`config.mk`:
```
export PLATFORM = sky130hd
export DESIGN_NAME = rot_pipe_ctrl
export DESIGN_NICKNAME = d
export VERILOG_FILES = /design/src/rtl/rot_pipe_ctrl.sv
export SDC_FILE = /design/constraint.sdc
export NUM_CORES = 1
export LEC_CHECK = 0
export CAP_MARGIN = 20
export CELL_PAD_IN_SITES_DETAIL_PLACEMENT = 1
export CELL_PAD_IN_SITES_GLOBAL_PLACEMENT = 2
export CORE_ASPECT_RATIO = 1.1
export CORE_MARGIN = 5
export CORE_UTILIZATION = 47
export CTS_CLUSTER_DIAMETER = 30
export CTS_CLUSTER_SIZE = 28
export DETAILED_ROUTE_END_ITERATION = 12
export MAX_ROUTING_LAYER = met4
export PLACE_DENSITY = 0.83
export SYNTH_ARGS = -nofsm -noshare
export SYNTH_HDL_FRONTEND = slang
export SYNTH_SLANG_ARGS = --single-unit
```
`constraint.sdc`:
```
create_clock -name clk -period 11.2 [get_ports clk]
set_clock_uncertainty 0.05 [all_clocks]
set_input_delay 1.68 -clock clk [delete_from_list [all_inputs] [get_ports clk]]
set_output_delay 1.68 -clock clk [all_outputs]
set_load 0.02 [all_outputs]
```
`src/rtl/rot_pipe_ctrl.sv`:
```
// Issue/collect controller around the 5-stage pipelined right rotator.
// Credit-based admission sizes requests so the result FIFO can never overflow.
module rot_pipe_ctrl #(
  parameter int WIDTH = 32,
  parameter int SHW   = 5,
  parameter int LAT   = 5,
  parameter int DEPTH = 8,
  parameter int TAGW  = 4
) (
  input  logic             clk,
  input  logic             rst_n,
  input  logic             in_valid,
  output logic             in_ready,
  input  logic [WIDTH-1:0] in_data,
  input  logic [SHW-1:0]   in_amt,
  input  logic [TAGW-1:0]  in_tag,
  output logic [WIDTH-1:0] rot_a,
  output logic [SHW-1:0]   rot_s,
  input  logic [WIDTH-1:0] rot_y,
  output logic             out_valid,
  input  logic             out_ready,
  output logic [WIDTH-1:0] out_data,
  output logic [SHW-1:0]   out_amt,
  output logic [TAGW-1:0]  out_tag,
  output logic [2:0]       inflight,
  output logic [3:0]       count,
  output logic             busy
);
  localparam int AW  = $clog2(DEPTH);
  localparam int SBW = SHW + TAGW;

  logic             fire_s;
  logic             wr_s;
  logic             pop_s;
  logic             in_ready_s;
  logic [LAT-1:0]   v_r;
  logic [SBW-1:0]   sb_r [LAT];
  logic [2:0]       inflight_r;
  logic [2:0]       inflight_nxt_s;
  logic [3:0]       count_r;
  logic [3:0]       count_nxt_s;
  logic [AW-1:0]    wr_ptr_r;
  logic [AW-1:0]    rd_ptr_r;
  logic [WIDTH-1:0] data_mem_r [DEPTH];
  logic [SBW-1:0]   sb_mem_r [DEPTH];
  logic [WIDTH-1:0] head_data_s;
  logic [SBW-1:0]   head_sb_s;

  // Credits counted from registers only, so out_ready never reaches in_ready.
  assign in_ready_s = (5'(inflight_r) + 5'(count_r)) < 5'(DEPTH);
  assign fire_s     = in_valid & in_ready_s;
  assign wr_s       = v_r[LAT-1];
  assign pop_s      = (count_r != 4'd0) & out_ready;

  assign in_ready  = in_ready_s;
  assign rot_a     = in_data;
  assign rot_s     = in_amt;
  assign out_valid = (count_r != 4'd0);
  assign out_data  = head_data_s;
  assign out_amt   = head_sb_s[SBW-1:TAGW];
  assign out_tag   = head_sb_s[TAGW-1:0];
  assign inflight  = inflight_r;
  assign count     = count_r;
  assign busy      = (inflight_r != 3'd0) | (count_r != 4'd0);

  // Next in-flight and FIFO occupancy counts
  always_comb begin
    inflight_nxt_s = inflight_r;
    count_nxt_s    = count_r;
    case ({fire_s, wr_s})
      2'b10:   inflight_nxt_s = inflight_r + 3'd1;
      2'b01:   inflight_nxt_s = inflight_r - 3'd1;
      default: inflight_nxt_s = inflight_r;
    endcase
    case ({wr_s, pop_s})
      2'b10:   count_nxt_s = count_r + 4'd1;
      2'b01:   count_nxt_s = count_r - 4'd1;
      default: count_nxt_s = count_r;
    endcase
  end

  // Valid/sideband tracking pipes, counters and FIFO pointers
  always_ff @(posedge clk or negedge rst_n) begin
    if (!rst_n) begin
      v_r        <= '0;
      for (int k = 0; k < LAT; k++) sb_r[k] <= '0;
      inflight_r <= 3'd0;
      count_r    <= 4'd0;
      wr_ptr_r   <= '0;
      rd_ptr_r   <= '0;
    end else begin
      v_r     <= {v_r[LAT-2:0], fire_s};
      sb_r[0] <= {in_amt, in_tag};
      for (int k = 1; k < LAT; k++) sb_r[k] <= sb_r[k-1];
      inflight_r <= inflight_nxt_s;
      count_r    <= count_nxt_s;
      if (wr_s) wr_ptr_r <= wr_ptr_r + AW'(1);
      if (pop_s) rd_ptr_r <= rd_ptr_r + AW'(1);
    end
  end

  // FIFO storage; contents are only visible through the occupancy-gated head
  always_ff @(posedge clk) begin
    if (wr_s) begin
      data_mem_r[wr_ptr_r] <= rot_y;
      sb_mem_r[wr_ptr_r]   <= sb_r[LAT-1];
    end
  end

  // FIFO head, forced to zero while empty so stale entries never leak out
  always_comb begin
    if (count_r != 4'd0) begin
      head_data_s = data_mem_r[rd_ptr_r];
      head_sb_s   = sb_mem_r[rd_ptr_r];
    end else begin
      head_data_s = '0;
      head_sb_s   = '0;
    end
  end

  rot_pipe_ctrl_chk #(
    .LAT   (LAT),
    .DEPTH (DEPTH)
  ) u_chk (
    .clk      (clk),
    .rst_n    (rst_n),
    .wr       (wr_s),
    .pop      (pop_s),
    .count    (count_r),
    .inflight (inflight_r)
  );
endmodule

// Invariant checker: the FIFO never overflows and the in-flight count stays within the rotator latency.
module rot_pipe_ctrl_chk #(
  parameter int LAT   = 5,
  parameter int DEPTH = 8
) (
  input logic       clk,
  input logic       rst_n,
  input logic       wr,
  input logic       pop,
  input logic [3:0] count,
  input logic [2:0] inflight
);
  a_no_overflow: assert property (@(posedge clk) disable iff (!rst_n)
    !(wr && !pop && (count == 4'(DEPTH))));
  a_inflight_max: assert property (@(posedge clk) disable iff (!rst_n)
    (inflight <= 3'(LAT)));
endmodule

```
==> results.toml <==
[outcome]
outcome = "complete, no violations"

[global_routing]
met1_usage_pct = 23.6
grt_busiest_layer = "met2"
grt_use_met2_pct = 31.5
grt_pass1_vias = 7962
grt_pass1_wl_um = 48600
grt_start_max_net_pins = 64
antenna_found_initial = 1
grtUsageMet3_pct = 4.85
gr-total-overflow = 0
grt_util_all_layers_pct = 19.2

[layout]
stdcell_count = 1245
drive_gt1_share_pct = 28.1
final_common_cell = "edfxtp_1"
final_nets = 860
mostFrequentLayoutCells = "328 x edfxtp_1, 99 x clkdlybuf4s50_1, 82 x mux4_2"
postLayoutCellArea_sq_um = 18400
fillers = 2511
area_delta_synth_final_pct = 25.6

[place]
gp_congestion = 0.714
placed_area_sq_um = 15800
dp_hpwl_um = 16700
dp_slack_ns = 6.13
dp.cells = 1111
portBuffers = 100

[clock_network]
numCtsBuffers = 73
cts_root_buf = "clkbuf_16"
cts_sinks = 391
htreeDepth = 3
cts.clk_slew.worst_paths_ns = 0.05
cts_resized = 0
clockBufferDepth = 3
postCtsSetupBuffers = 0
clkLatencyLatePin_ns = 0.57
hold_buffers = 0
cts_tree = "done"

[yosys]
synth_area_leaders = "edfxtp_1 67%, mux4_2 13%, dfrtp_1 11%, a22o_1 2.5%, buf_4 1.9%"
synth_cells = 652
avgSynthCellArea_sq_um = 22.4
yosys_warnings = 0
synth_top_area_share_pct = 67.3
yosysTopAreaCell = "edfxtp_1"
synth.cell_area_sq_um = 14600
synthesis.nets = 739
synth_edf_count = 328
synth.yosys.seq_area_share_pct = 78.1
async_flop_share_pct = 16.1
ys_ff_latch = 391
synth_cell_types = 33
synthFlopType = "edfxtp_1"

[job]
drv_cap = 0

[critical_path]
path_class = "flip-flop to output pin"
endpoint_kind = "output pin"
critPathLaunchType = "flip-flop"
cp_data_arrival_time_ns = 3.64
cp_max_fo = 34
required_ns = 9.47

[route]
wl_um = 31800
via_per_inst = 5.53
wl_per_cell_um = 25.5
drtPass1Iterations = 6
drc = 0
drt_iter0_markers = 433
num_vias = 6889
ant_nets = 0

[timing]
rsz0062_at_grt = "no"
period_minus_slack_ns = 5.37
setup_violations = 0
drv_slew = 0
setup_tns_ns = 0
maxSlewHeadroom_pct = 45.6
max_freq_ghz = 0.186
finalWorstSetupSlack_ns = 5.83
fin_crit_sh_pct = 47.9
worst_slew_pin_slew_ns = 0.817
hold_viol_final = 0

[floorplan]
ios = 165
start_util_pct = 47.8
die_w_um = 178
die_y_um = 195
dieArea_sq_um = 34800
core_area_sq_um = 30600
rows = 67

[power]
leakage_uw = 0.00629
ir_drop_mv = 0.176
p_per_area_nw_per_um2 = 309
p_total_uw = 5670

[min_path]
worstHoldPathType = "flip-flop to flip-flop"
==> layout make-up <==
| type | count | area (sq um) | area share (%) |
|---|---|---|---|
| clock buffers | 86 | 1930 | 10.5 |
| well taps | 414 | 518 | 2.82 |
| multi-input cells | 185 | 2760 | 15.0 |
| diodes | 1 | 2.50 | 0.0136 |
| flip-flops and latches | 391 | 11400 | 62.2 |
| repair buffers | 113 | 1110 | 6.06 |
| clock inverters | 46 | 596 | 3.24 |
| inverters | 9 | 33.8 | 0.184 |
==> Yosys cell counts, types with 2 or more instances <==
library cell / instances
edfxtp_1: 328
mux4_2: 82
dfrtp_1: 63
a22o_1: 41
buf_4: 37
buf_2: 10
buf_6: 10
clkbuf_1: 10
inv_1: 9
ha_1: 8
nor2_1: 7
nand2_1: 6
xnor2_1: 5
xor2_1: 4
mux2_2: 3
nand2b_1: 3
nand3_1: 3
nor3b_1: 3
a21oi_1: 2
fa_1: 2
mux2i_1: 2
nor3_1: 2
or4_1: 2
==> path summary, 6_finish.rpt <==
kind,slack (ns),end,cells after the start,from
worst max-delay path,5.83,out_data[3],5,rd_ptr_r[0]
worst min-delay path,0.28,sb_r[24],0,sb_r[33]
worst max register to register,8.00,count[3],8,count[2]
worst min register to register,0.28,sb_r[24],0,sb_r[33]
max in group asynchronous,9.25,rd_ptr_r[1],2,rst_n
min in group asynchronous,1.24,inflight[2],2,rst_n
==> where the power goes <==
group,switching (uW),internal (uW)
Sequential,143,1770
Combinational,792,751
Clock,744,1480
Total,1680,3990
==> metrics by stage <==
stage | hold WS (ns) | util, %
after floorplan | 0.281 | -
after global placement | 0.282 | 51.7
after detailed placement | 0.286 | 51.7
after CTS | 0.283 | 60.0
after global routing | 0.291 | 60.1
final | 0.276 | 60.1
==> cell families after synthesis <==
family / Yosys count / share of synthesized area [%]
xor gates and xnor gates: 9 / 0.539
AOI/OAI and AO/OA: 49 / 2.86
adders and majority gates: 10 / 0.957
DFF: 391 / 78.1
and+or+nand+nor: 30 / 1.10
buffers and inverters: 76 / 3.50
muxes: 87 / 13.0
==> flip-flops by register name (all words and copies together) (netlist names) <==
register and cells:
count 4, data_mem_r 256, inflight 3, rd_ptr_r 3, sb_mem_r 72, sb_r 45, v_r 5, wr_ptr_r 3
==> critical path, stage by stage (launching register included) <==
cell and delay, ns:
dfrtp_4 0.85, buf_4 0.50, buf_16 0.30, mux4_2 0.53, a22o_1 0.27, clkdlybuf4s50_1 0.56
==> metal layers <==
metal  part of all wire (%)  wire length (um)
met4                    1.7               531
met3                    6.7              2140
met2                     52             16500
met5                      0                 0
met1                     40             12600
(Power assumes the default switching activity.)
==> edit: new RTL, same flow settings <==
The parameter `WIDTH` goes from 32 to 48.
--- a/src/rtl/rot_pipe_ctrl.sv
+++ b/src/rtl/rot_pipe_ctrl.sv
@@ -3,3 +3,3 @@
 module rot_pipe_ctrl #(
-  parameter int WIDTH = 32,
+  parameter int WIDTH = 48,
   parameter int SHW   = 5,
Interface: changed (resized in_data, out_data, rot_a and rot_y); port bits go from 165 to 229. The function was not compared with the original's and may differ.
==> edit against the original RTL <==
Cell area increased by 33%; worst setup slack got worse by 0.12 ns; sequential cell count increased by 128; routed wire length increased by 36%; area after synthesis increased by 33%; power increased by 32%; count of clock-buffer cells in the layout increased by 22; fmax decreased by 2.1%; largest cell class unchanged; highest routed layer unchanged.
==> edit: results <==
[global_routing]
antenna_found_initial = 2
globalRouteTotalUtil = 0.199
grt_pass1_vias = 10410
grt_first_pass_wirelength_um = 66300

[critical_path]
cp-startpoint = rd_ptr_r[1]
endpoint = out_data[45]

[run_status]
status = completed

[drt]
wirelength_um = 43100
drt-initial-drc-count = 615
wl_met3_um = 2590
dr.pass1.iters = 5
wl_met1_um = 17200
vias_per_cell = 5.48

[logic_synthesis]
yosysUniqueCellTypes = 34
synthTopCellsByArea = edfxtp_1 (70%), mux4_2 (13%), dfrtp_1 (8.1%), a22o_1 (2.6%), buf_4 (2.1%)
syn-num-nets = 973
async_flop_share = 0.121
yosysSeqAreaShare = 0.783
yosys-top-cells-count = edfxtp_1 (456), mux4_2 (114), dfrtp_1 (63)
synth_edf_count = 456

[placed_design]
portBuffers = 132
placed_area_mm2 = 0.0210
dpl_worst_slack_ns = 6.33
hpwl_um = 21800

[cells_and_area]
reg_top3 = data_mem_r: 384 flops, sb_mem_r: 72 flops, sb_r: 45 flops
nets = 1126
drive_gt1_frac = 0.281

[power_and_ir_drop]
p_leak_nw = 8.24
ir_worst_vdd_mv = 0.147

[timing]
setup_ws_ns = 5.71
slew_headroom = 0.282

[cts]
worst_skew_pair.late_latency_ns = 0.61
numCtsBuffers = 98
## edit: worst max-delay path: stages, from the launching register on
cell             delay (ns)
dfrtp_4                0.96
buf_4                  0.82
mux4_2                 0.43
a22o_1                 0.27
clkdlybuf4s50_1        0.54
## edit: report_power, final
group / leakage [nW] / switching, mW / internal [mW] / total [mW]
logic: 1.79 / 1.07 / 0.992 / 2.06
clock network: 1.59 / 0.994 / 1.93 / 2.92
registers: 4.86 / 0.148 / 2.35 / 2.50
## edit: how the worst min path moves through the flow
stage	start	endpoint	slack, ns
3_5_place_dp	sb_r[19]	sb_r[10]	0.29
6_report	sb_r[44]	sb_r[35]	0.29
4_1_cts	sb_r[44]	sb_r[35]	0.29
2_1_floorplan	sb_r[9]	sb_r[0]	0.28
3_3_place_gp	sb_r[16]	sb_r[7]	0.28
5_1_grt	sb_r[43]	sb_r[34]	0.30
## edit: per-layer routing
metal	vias up	track usage
met5	-	-
met4	0	0.0709
met3	70	0.0439
met2	299	0.326
met1	4831	0.248
li1	3841	-
## edit: cell families (layout without fill, tap and decap cells)
group / count (synthesis) / after routing / synth area share
xor gates and xnor gates: 9 / 9 / 0.00404
buffers and inverters: 102 / 337 / 0.0341
DFF: 519 / 519 / 0.783
muxes: 119 / 119 / 0.134
and+or+nand+nor: 30 / 30 / 0.00828
other: 0 / 2 / 0
AOI/OAI and AO/OA: 65 / 65 / 0.0286
adders and majority gates: 10 / 10 / 0.00719
## edit: per-stage QoR
step,instances,power [mW]
floorplan,854,3.84
CTS,1648,7.59
detailed placement,1466,4.61
global placement,1466,4.57
finish,1651,7.49
global route,1651,7.81
## edit: final cells by class
| type | count | area, um^2 |
|---|---|---|
| inverters | 9 | 33.8 |
| clock buffers | 108 | 2520 |
| multi-input cells | 233 | 3620 |
| clock inverters | 74 | 816 |
| repair buffers | 146 | 1440 |
| flip-flops and latches | 519 | 15300 |
| fillers | 3422 | 16800 |
| diodes | 2 | 5.00 |
| well taps | 560 | 701 |
